## src/rtl/dram64_bist_ctrl.sv

```systemverilog
// dram64_bist_ctrl: BIST sequencer for LANES x (2**ADDR_W)x1 dual-port distributed RAMs.
// Ports: clk/rst (async, active-high); start (level, sampled in IDLE/DONE);
//   ram_a/ram_dpra/ram_d/ram_we drive the RAMs; ram_spo/ram_dpo are the async read data;
//   busy/done/pass/fail_addr/fail_lane/fail_port/err_count report status.
// Optional: define DRAM_BIST_ERRCNT_EN to build the saturating mismatch counter (else err_count=0).
module dram64_bist_ctrl #(
  parameter int ADDR_W = 6,
  parameter int LANES  = 2,
  parameter int CNT_W  = 8,
  localparam int LW    = (LANES > 1) ? $clog2(LANES) : 1
) (
  input  logic              clk,
  input  logic              rst,
  input  logic              start,
  output logic [ADDR_W-1:0] ram_a,
  output logic [ADDR_W-1:0] ram_dpra,
  output logic [LANES-1:0]  ram_d,
  output logic              ram_we,
  input  logic [LANES-1:0]  ram_spo,
  input  logic [LANES-1:0]  ram_dpo,
  output logic              busy,
  output logic              done,
  output logic              pass,
  output logic [ADDR_W-1:0] fail_addr,
  output logic [LW-1:0]     fail_lane,
  output logic              fail_port,
  output logic [CNT_W-1:0]  err_count
);

  typedef enum logic [2:0] {IDLE, WR0, RD0, WR1, RD1, DONE} state_t;

  state_t state, state_nxt;
  // One extra MSB so a read pass can run one cycle past the last address to
  // flush the registered compare of address 2**ADDR_W-1.
  logic [ADDR_W:0] cnt, cnt_nxt;

  logic is_wr, is_rd, phase, start_acc, last_wr, last_rd;
  logic [LANES-1:0] exp_vec;

  assign is_wr     = (state == WR0) || (state == WR1);
  assign is_rd     = (state == RD0) || (state == RD1);
  assign phase     = (state == WR1) || (state == RD1);
  assign start_acc = start && ((state == IDLE) || (state == DONE));
  assign last_wr   = (cnt[ADDR_W-1:0] == {ADDR_W{1'b1}});
  assign last_rd   = cnt[ADDR_W];

  always_ff @(posedge clk or posedge rst) begin
    if (rst) begin
      state <= IDLE;
      cnt   <= '0;
    end else begin
      state <= state_nxt;
      cnt   <= cnt_nxt;
    end
  end

  always_comb begin
    state_nxt = state;
    cnt_nxt   = cnt;
    case (state)
      IDLE, DONE: if (start) begin state_nxt = WR0; cnt_nxt = '0; end
      WR0: if (last_wr) begin state_nxt = RD0; cnt_nxt = '0; end
           else cnt_nxt = cnt + {{ADDR_W{1'b0}}, 1'b1};
      RD0: if (last_rd) begin state_nxt = WR1; cnt_nxt = '0; end
           else cnt_nxt = cnt + {{ADDR_W{1'b0}}, 1'b1};
      WR1: if (last_wr) begin state_nxt = RD1; cnt_nxt = '0; end
           else cnt_nxt = cnt + {{ADDR_W{1'b0}}, 1'b1};
      RD1: if (last_rd) begin state_nxt = DONE; cnt_nxt = '0; end
           else cnt_nxt = cnt + {{ADDR_W{1'b0}}, 1'b1};
      default: begin state_nxt = IDLE; cnt_nxt = '0; end
    endcase
  end

  // Checkerboard-by-parity pattern, offset per lane, inverted in the second pass.
  always_comb begin
    exp_vec = '0;
    for (int l = 0; l < LANES; l++)
      exp_vec[l] = (^cnt[ADDR_W-1:0]) ^ l[0] ^ phase;
  end

  assign ram_we   = is_wr;
  assign ram_a    = cnt[ADDR_W-1:0];
  assign ram_dpra = cnt[ADDR_W-1:0];
  assign ram_d    = is_wr ? exp_vec : '0;
  assign busy     = is_wr || is_rd;
  assign done     = (state == DONE);

  // Compare stage: RAM read data is registered as mismatch vectors so no
  // combinational path exists from the RAM outputs to any port.
  logic              cmp_vld;
  logic [LANES-1:0]  cmp_spo, cmp_dpo;
  logic [ADDR_W-1:0] cmp_addr;

  always_ff @(posedge clk or posedge rst) begin
    if (rst) begin
      cmp_vld  <= 1'b0;
      cmp_spo  <= '0;
      cmp_dpo  <= '0;
      cmp_addr <= '0;
    end else begin
      cmp_vld  <= is_rd && !last_rd;
      cmp_spo  <= ram_spo ^ exp_vec;
      cmp_dpo  <= ram_dpo ^ exp_vec;
      cmp_addr <= cnt[ADDR_W-1:0];
    end
  end

  logic          cmp_any, sel_found, sel_port, err_seen;
  logic [LW-1:0] sel_lane;

  assign cmp_any = cmp_vld && ((|cmp_spo) || (|cmp_dpo));

  // Lowest lane wins; within a lane SPO wins over DPO.
  always_comb begin
    sel_found = 1'b0;
    sel_lane  = '0;
    sel_port  = 1'b0;
    for (int l = 0; l < LANES; l++) begin
      if (!sel_found && cmp_spo[l]) begin
        sel_found = 1'b1; sel_lane = LW'(l); sel_port = 1'b0;
      end else if (!sel_found && cmp_dpo[l]) begin
        sel_found = 1'b1; sel_lane = LW'(l); sel_port = 1'b1;
      end
    end
  end

  always_ff @(posedge clk or posedge rst) begin
    if (rst) begin
      err_seen  <= 1'b0;
      fail_addr <= '0;
      fail_lane <= '0;
      fail_port <= 1'b0;
    end else if (start_acc) begin
      err_seen  <= 1'b0;
      fail_addr <= '0;
      fail_lane <= '0;
      fail_port <= 1'b0;
    end else if (cmp_any) begin
      err_seen <= 1'b1;
      if (!err_seen) begin
        fail_addr <= cmp_addr;
        fail_lane <= sel_lane;
        fail_port <= sel_port;
      end
    end
  end

  assign pass = done && !err_seen;

`ifdef DRAM_BIST_ERRCNT_EN
  logic [CNT_W-1:0] err_cnt_q;
  logic [7:0]       mis_n;
  logic [CNT_W+7:0] err_sum;

  always_comb begin
    mis_n = '0;
    for (int l = 0; l < LANES; l++)
      mis_n = mis_n + 8'(cmp_spo[l]) + 8'(cmp_dpo[l]);
    err_sum = {8'b0, err_cnt_q} + {{CNT_W{1'b0}}, mis_n};
  end

  always_ff @(posedge clk or posedge rst) begin
    if (rst)
      err_cnt_q <= '0;
    else if (start_acc)
      err_cnt_q <= '0;
    else if (cmp_vld)
      err_cnt_q <= (err_sum > {8'b0, {CNT_W{1'b1}}}) ? {CNT_W{1'b1}} : err_sum[CNT_W-1:0];
  end

  assign err_count = err_cnt_q;
`else
  assign err_count = '0;
`endif

endmodule

```

## config.mk

```make
export PLATFORM = sky130hd
export DESIGN_NAME = dram64_bist_ctrl
export DESIGN_NICKNAME = d
export VERILOG_FILES = /design/src/rtl/dram64_bist_ctrl.sv
export SDC_FILE = /design/constraint.sdc
export NUM_CORES = 1
export LEC_CHECK = 0
export ABC_AREA = 0
export BUFFER_PORTS_ARGS = -buffer_cell sky130_fd_sc_hd__buf_2
export CORE_UTILIZATION = 55
export DETAILED_ROUTE_END_ITERATION = 10
export GPL_ROUTABILITY_DRIVEN = 0
export PLACE_DENSITY = 0.9
export REMOVE_ABC_BUFFERS = 1
export SYNTH_ARGS = -nofsm -noshare
export SYNTH_HDL_FRONTEND = slang
export SYNTH_SLANG_ARGS = --single-unit
export TNS_END_PERCENT = 5
```

## constraint.sdc

```tcl
create_clock -name clk -period 3.55 [get_ports clk]
set_input_delay 0.71 -clock clk [delete_from_list [all_inputs] [get_ports clk]]
set_output_delay 0.71 -clock clk [all_outputs]
set_load 0.01 [all_outputs]
```

After elaboration in Yosys (flattened, before gate mapping). Cells that the tools add are included.

Bits of input ports: 7. Register bits: 30. Memory bits (read-only): 0. Latch bits: 0. Memory bits (writable): 0. Logic and storage cells: 82. Memories: 0. Output and inout bits: 34.

$add $sub $neg: 1. Mux-type cells: 29. Equality and inequality tests: 12. Bitwise gates (word level): 5. Divide/modulo/power cells: 0. Shifts and indexed selects: 0. Multipliers: 0. Order comparisons: 0. Reduce and logical (&&, ||, !) cells: 25.

Operators with widths (number): $mux 7 (3); $pmux 7 s3 (1); $mux 6 (3); $mux 1 (15); $mux 3 (5); $pmux 3 s5 (1); $ne 2x2->1 const B (6); $reduce_or 2->1 (5); $add 7x1->7 const B (1); $eq 3x2->1 const B (2); $eq 3x3->1 const B (2); $eq 6x6->1 const B (1); $logic_and 1x1->1 (6); $logic_or 1x1->1 (6); $reduce_xor 6->1 (1); $reduce_and 5->1 (1); $xor 2x2->2 (2); $eq 3x1->1 const B (1); $logic_not 1->1 (3); $logic_not 3->1 (1); $mux 2 (1); $reduce_and 2->1 (1); $reduce_bool 2->1 (1); $xor 1x1->1 (2); $not 1->1 (1).

Logic depth before layout (Yosys ltp).
Word-level depth: 9. Mapped depth: 7.

Least setup slack after synthesis. No wires, ideal clock.

Kind: register -> output. From: register cnt[2]. To: output ram_d[1]. Cell stages (with the launch flop): 6. Required time: 2840 ps. Data arrival time: 1577 ps. Slack: 1263 ps. Path through: dfrtp_1 -> ha_1 -> xor2_2 -> xnor2_2 -> xnor2_4 -> and2_1.

Cells in the longest elaborated chain, start to end: 4.

Ends and longest elaborated chain: start: declaration (RTL line 35) `logic [ADDR_W:0] cnt, cnt_nxt;`; start signal: assignment (RTL line 53) `cnt <= cnt_nxt;`; $reduce_xor 6->1 (RTL line 78) `exp_vec[l] = (^cnt[ADDR_W-1:0]) ^ l[0] ^ phase;`; $not 1->1 (no line); $xor 1x1->1 (RTL line 78); $mux 2 (RTL line 84) `assign ram_d = is_wr ? exp_vec : '0;`; end: declaration (RTL line 17) `output logic [LANES-1:0] ram_d,`.

No other way between the ends.

Worst setup path in the final report. Ends and elaborated chain as after synthesis.

==> results_dict.tcl <==
set metrics [dict create \
    io_pins 41 \
    arrival_ns 2.10 \
    reg2reg_to "cnt[5]$_DFFE_PP0P_" \
    synth-seq-cells 30 \
    io_buffer_count 32 \
    cts-root-buf "clkbuf_4" \
    ys.flop_type "dfrtp_1" \
    grt_pass1_vias 1017 \
    die_x_um 56.61 \
    period_share_pct 79.03 \
    drv_cap 0 \
    crit_required_ns 2.84 \
    drv_slew 0 \
    fmax_mhz 356.4 \
    ys_async_sr_fraction_pct 100.0 \
    core-area_sq_mm 0.002781 \
    post_cts_buffers 0 \
    yosysWarnings 0 \
    fin_skew_ns 0.009806 \
    syn_avg_cell_area_sq_um 11.24 \
    synth_edf_count 0 \
    cts_sinks 30 \
    drt_iter0_markers 19 \
    setup_viol 0 \
    path_max_fanout 7 \
    cts_tree "built" \
    seq_area_frac_synth_pct 45.77 \
    n_antenna_cell 0 \
    initial_utilization_pct 58.97 \
    whs_ns 0.4889 \
    die_y_um 56.61 \
    r2r_cells 5 \
    wl_per_cell_um 14.13 \
    cp-start-kind "flip-flop" \
    crit_path_end_kind "primary output" \
    synth_top_area_share_pct 45.77 \
    grt_pass1_wl_um 4650 \
    antenna_found_initial 0 \
    ir_worst_vdd_uv 626.1 \
    cts_resized 0 \
    worst_slew_pin_slew_ns 1.120 \
    synth.distinct_cells 35 \
    finalPower_mw 1.690 \
    grt_max_degree 31 \
    drive_above_1_share_pct 29.94 \
    clock_latency_ns 0.33 \
    layout_min_cycle_time_ns 2.805 \
    clockBufferDepth 2 \
    holdBufCountCts 0 \
    yosysTopAreaCell "dfrtp_1" \
    cts.htree.levels 2 \
    p_leak_nw 0.8662 \
    ant_nets 0 \
    num_rows 19 \
    cts_buffers 5 \
    max-slew-margin-rel_pct 25.26 \
    reg2reg_setup_slack_ns 1.71 \
    viasPerCell 5.354 \
    path_class "reg -> out" \
    min_to "cmp_addr[1]$_DFF_PP0_" \
    synth_area_leaders "dfrtp_1, buf_4, mux2i_1, ha_1, nor3b_2" \
    syn2layout_area_growth_pct 5.797 \
    hp-class "reg -> reg" \
    hold_depth 0 \
    hpwl_um 2077 \
    cellPowerDensity_mw_per_mm2 974.1 \
    r2r_start "cnt[0]$_DFFE_PP0P_" \
    netlist_area_sq_mm 0.001640 \
    rsz0062_at_grt "no" \
    setup_tns_ns 0 \
    dr_total_vias 1060 \
    die_area_sq_mm 0.003205 \
    drc 0 \
    status "finished, final reports clean" \
    nNetsFinal 179 \
    grt.total_usage_pct 19.40 \
    clkTransAtPathRegs_ns 0.08 \
    hold_path_startpoint "cnt[1]$_DFFE_PP0P_" \
    finalHoldViolations 0 \
    syn_inst 146 \
    grt_overflow_total 0 \
    wl_um 2797 \
    drtPass1Iterations 4 \
]
## cell usage after synthesis (4+ instances only)
| master | instances |
|---|---|
| nand2_1 | 4 |
| xnor2_1 | 4 |
| nor3b_2 | 4 |
| o21ai_1 | 6 |
| dfrtp_1 | 30 |
| nor2_1 | 13 |
| mux2i_1 | 8 |
| and3_1 | 4 |
| buf_4 | 22 |
| xor2_1 | 4 |
| ha_1 | 4 |
| inv_1 | 8 |
## cells in the final DEF (no fill, tap or decap), drive strengths merged
cell type  Yosys  final
conb           1      8
or3            1      1
and3b          1      1
o21ai          7      7
mux2i          8      8
xor2           5      5
nor3b          4      4
ha             4      4
mux2           1      1
nand2b         3      3
o41ai          1      1
inv            8      8
o22ai          2      2
o32a           3      3
nor2          15     15
a21oi          4      4
dfrtp         30     30
and3           4      4
clkbuf         0      6
xnor2          6      6
buf           24     32
and2           3      3
a21o           3      3
o41a           1      1
nor3           2      2
nand2          4      4
o2bb2ai        1      1
## worst max-delay path by stage
stage / endpoint / slack, ns / start / cells after the start
2_1_floorplan: ram_d[1] / 1.18 / cnt[2]$_DFFE_PP0P_ / 5
3_3_place_gp: ram_d[1] / 1.16 / cnt[2]$_DFFE_PP0P_ / 6
3_5_place_dp: ram_d[1] / 1.07 / cnt[2]$_DFFE_PP0P_ / 6
4_1_cts: ram_d[1] / 0.71 / cnt[2]$_DFFE_PP0P_ / 6
5_1_grt: ram_d[1] / 0.61 / cnt[2]$_DFFE_PP0P_ / 6
6_report: ram_d[1] / 0.74 / cnt[2]$_DFFE_PP0P_ / 6
## worst max-delay path: stages (launching register included)
cell and delay [ns]:
dfrtp_1 0.46, ha_1 0.36, xor2_2 0.20, xnor2_2 0.27, xnor2_4 0.20, and2_1 0.16, buf_2 0.12
## logic make-up after synthesis
group / synth area share (%)
XOR/XNOR: 7.933
multiplexers: 5.568
AO/OA/AOI/OAI: 10.91
buffers and inverters: 12.89
other: 0.2286
flip-flops: 45.77
AND/OR/NAND/NOR: 13.65
adder cells (fa/ha/maj): 3.051
## through the flow
stage               worst slack (ns)  util [%]  cells  cell area [sq um]
detailed placement             1.068     60.55    192               1684
finish                        0.7445     62.39    198               1735
floorplan                      1.178         -    129               1485
global placement               1.157     60.55    192               1684
global route                  0.6091     62.39    198               1735
CTS                           0.7124     62.39    198               1735
## sequential cells by signal, indices dropped and copies added (netlist names)
| register | count |
|---|---|
| cmp_spo | 2 |
| fail_lane | 1 |
| err_seen | 1 |
| state | 3 |
| fail_port | 1 |
| fail_addr | 6 |
| cmp_addr | 6 |
| cmp_dpo | 2 |
| cmp_vld | 1 |
| cnt | 7 |
## report_power, final
group	leakage, nW	internal [mW]	switching [mW]
clock	0.0302	0.0890	0.106
sequential	0.378	0.463	0.130
combinational	0.458	0.451	0.451
total	0.866	1.00	0.687
## final cells by class
class	count	area (sq um)
Timing Repair Buffer	32	160.2
Multi-Input combinational cell	91	704.4
Tap cell	31	38.79
Clock buffer	6	51.30
Fill cell	225	1046
Inverter	8	30.03
Sequential cell	30	750.7
## routing by layer
layer,wire length (um),share of wire (%),GRT usage (%),vias to the layer above
met5,0,0,0,-
met4,57,2.0,8.014,0
met3,148,5.3,7.604,9
met2,1398,50,31.60,28
met1,1193,43,22.80,512
li1,-,-,-,511
No activity file was read; power rests on OpenSTA's default activity.
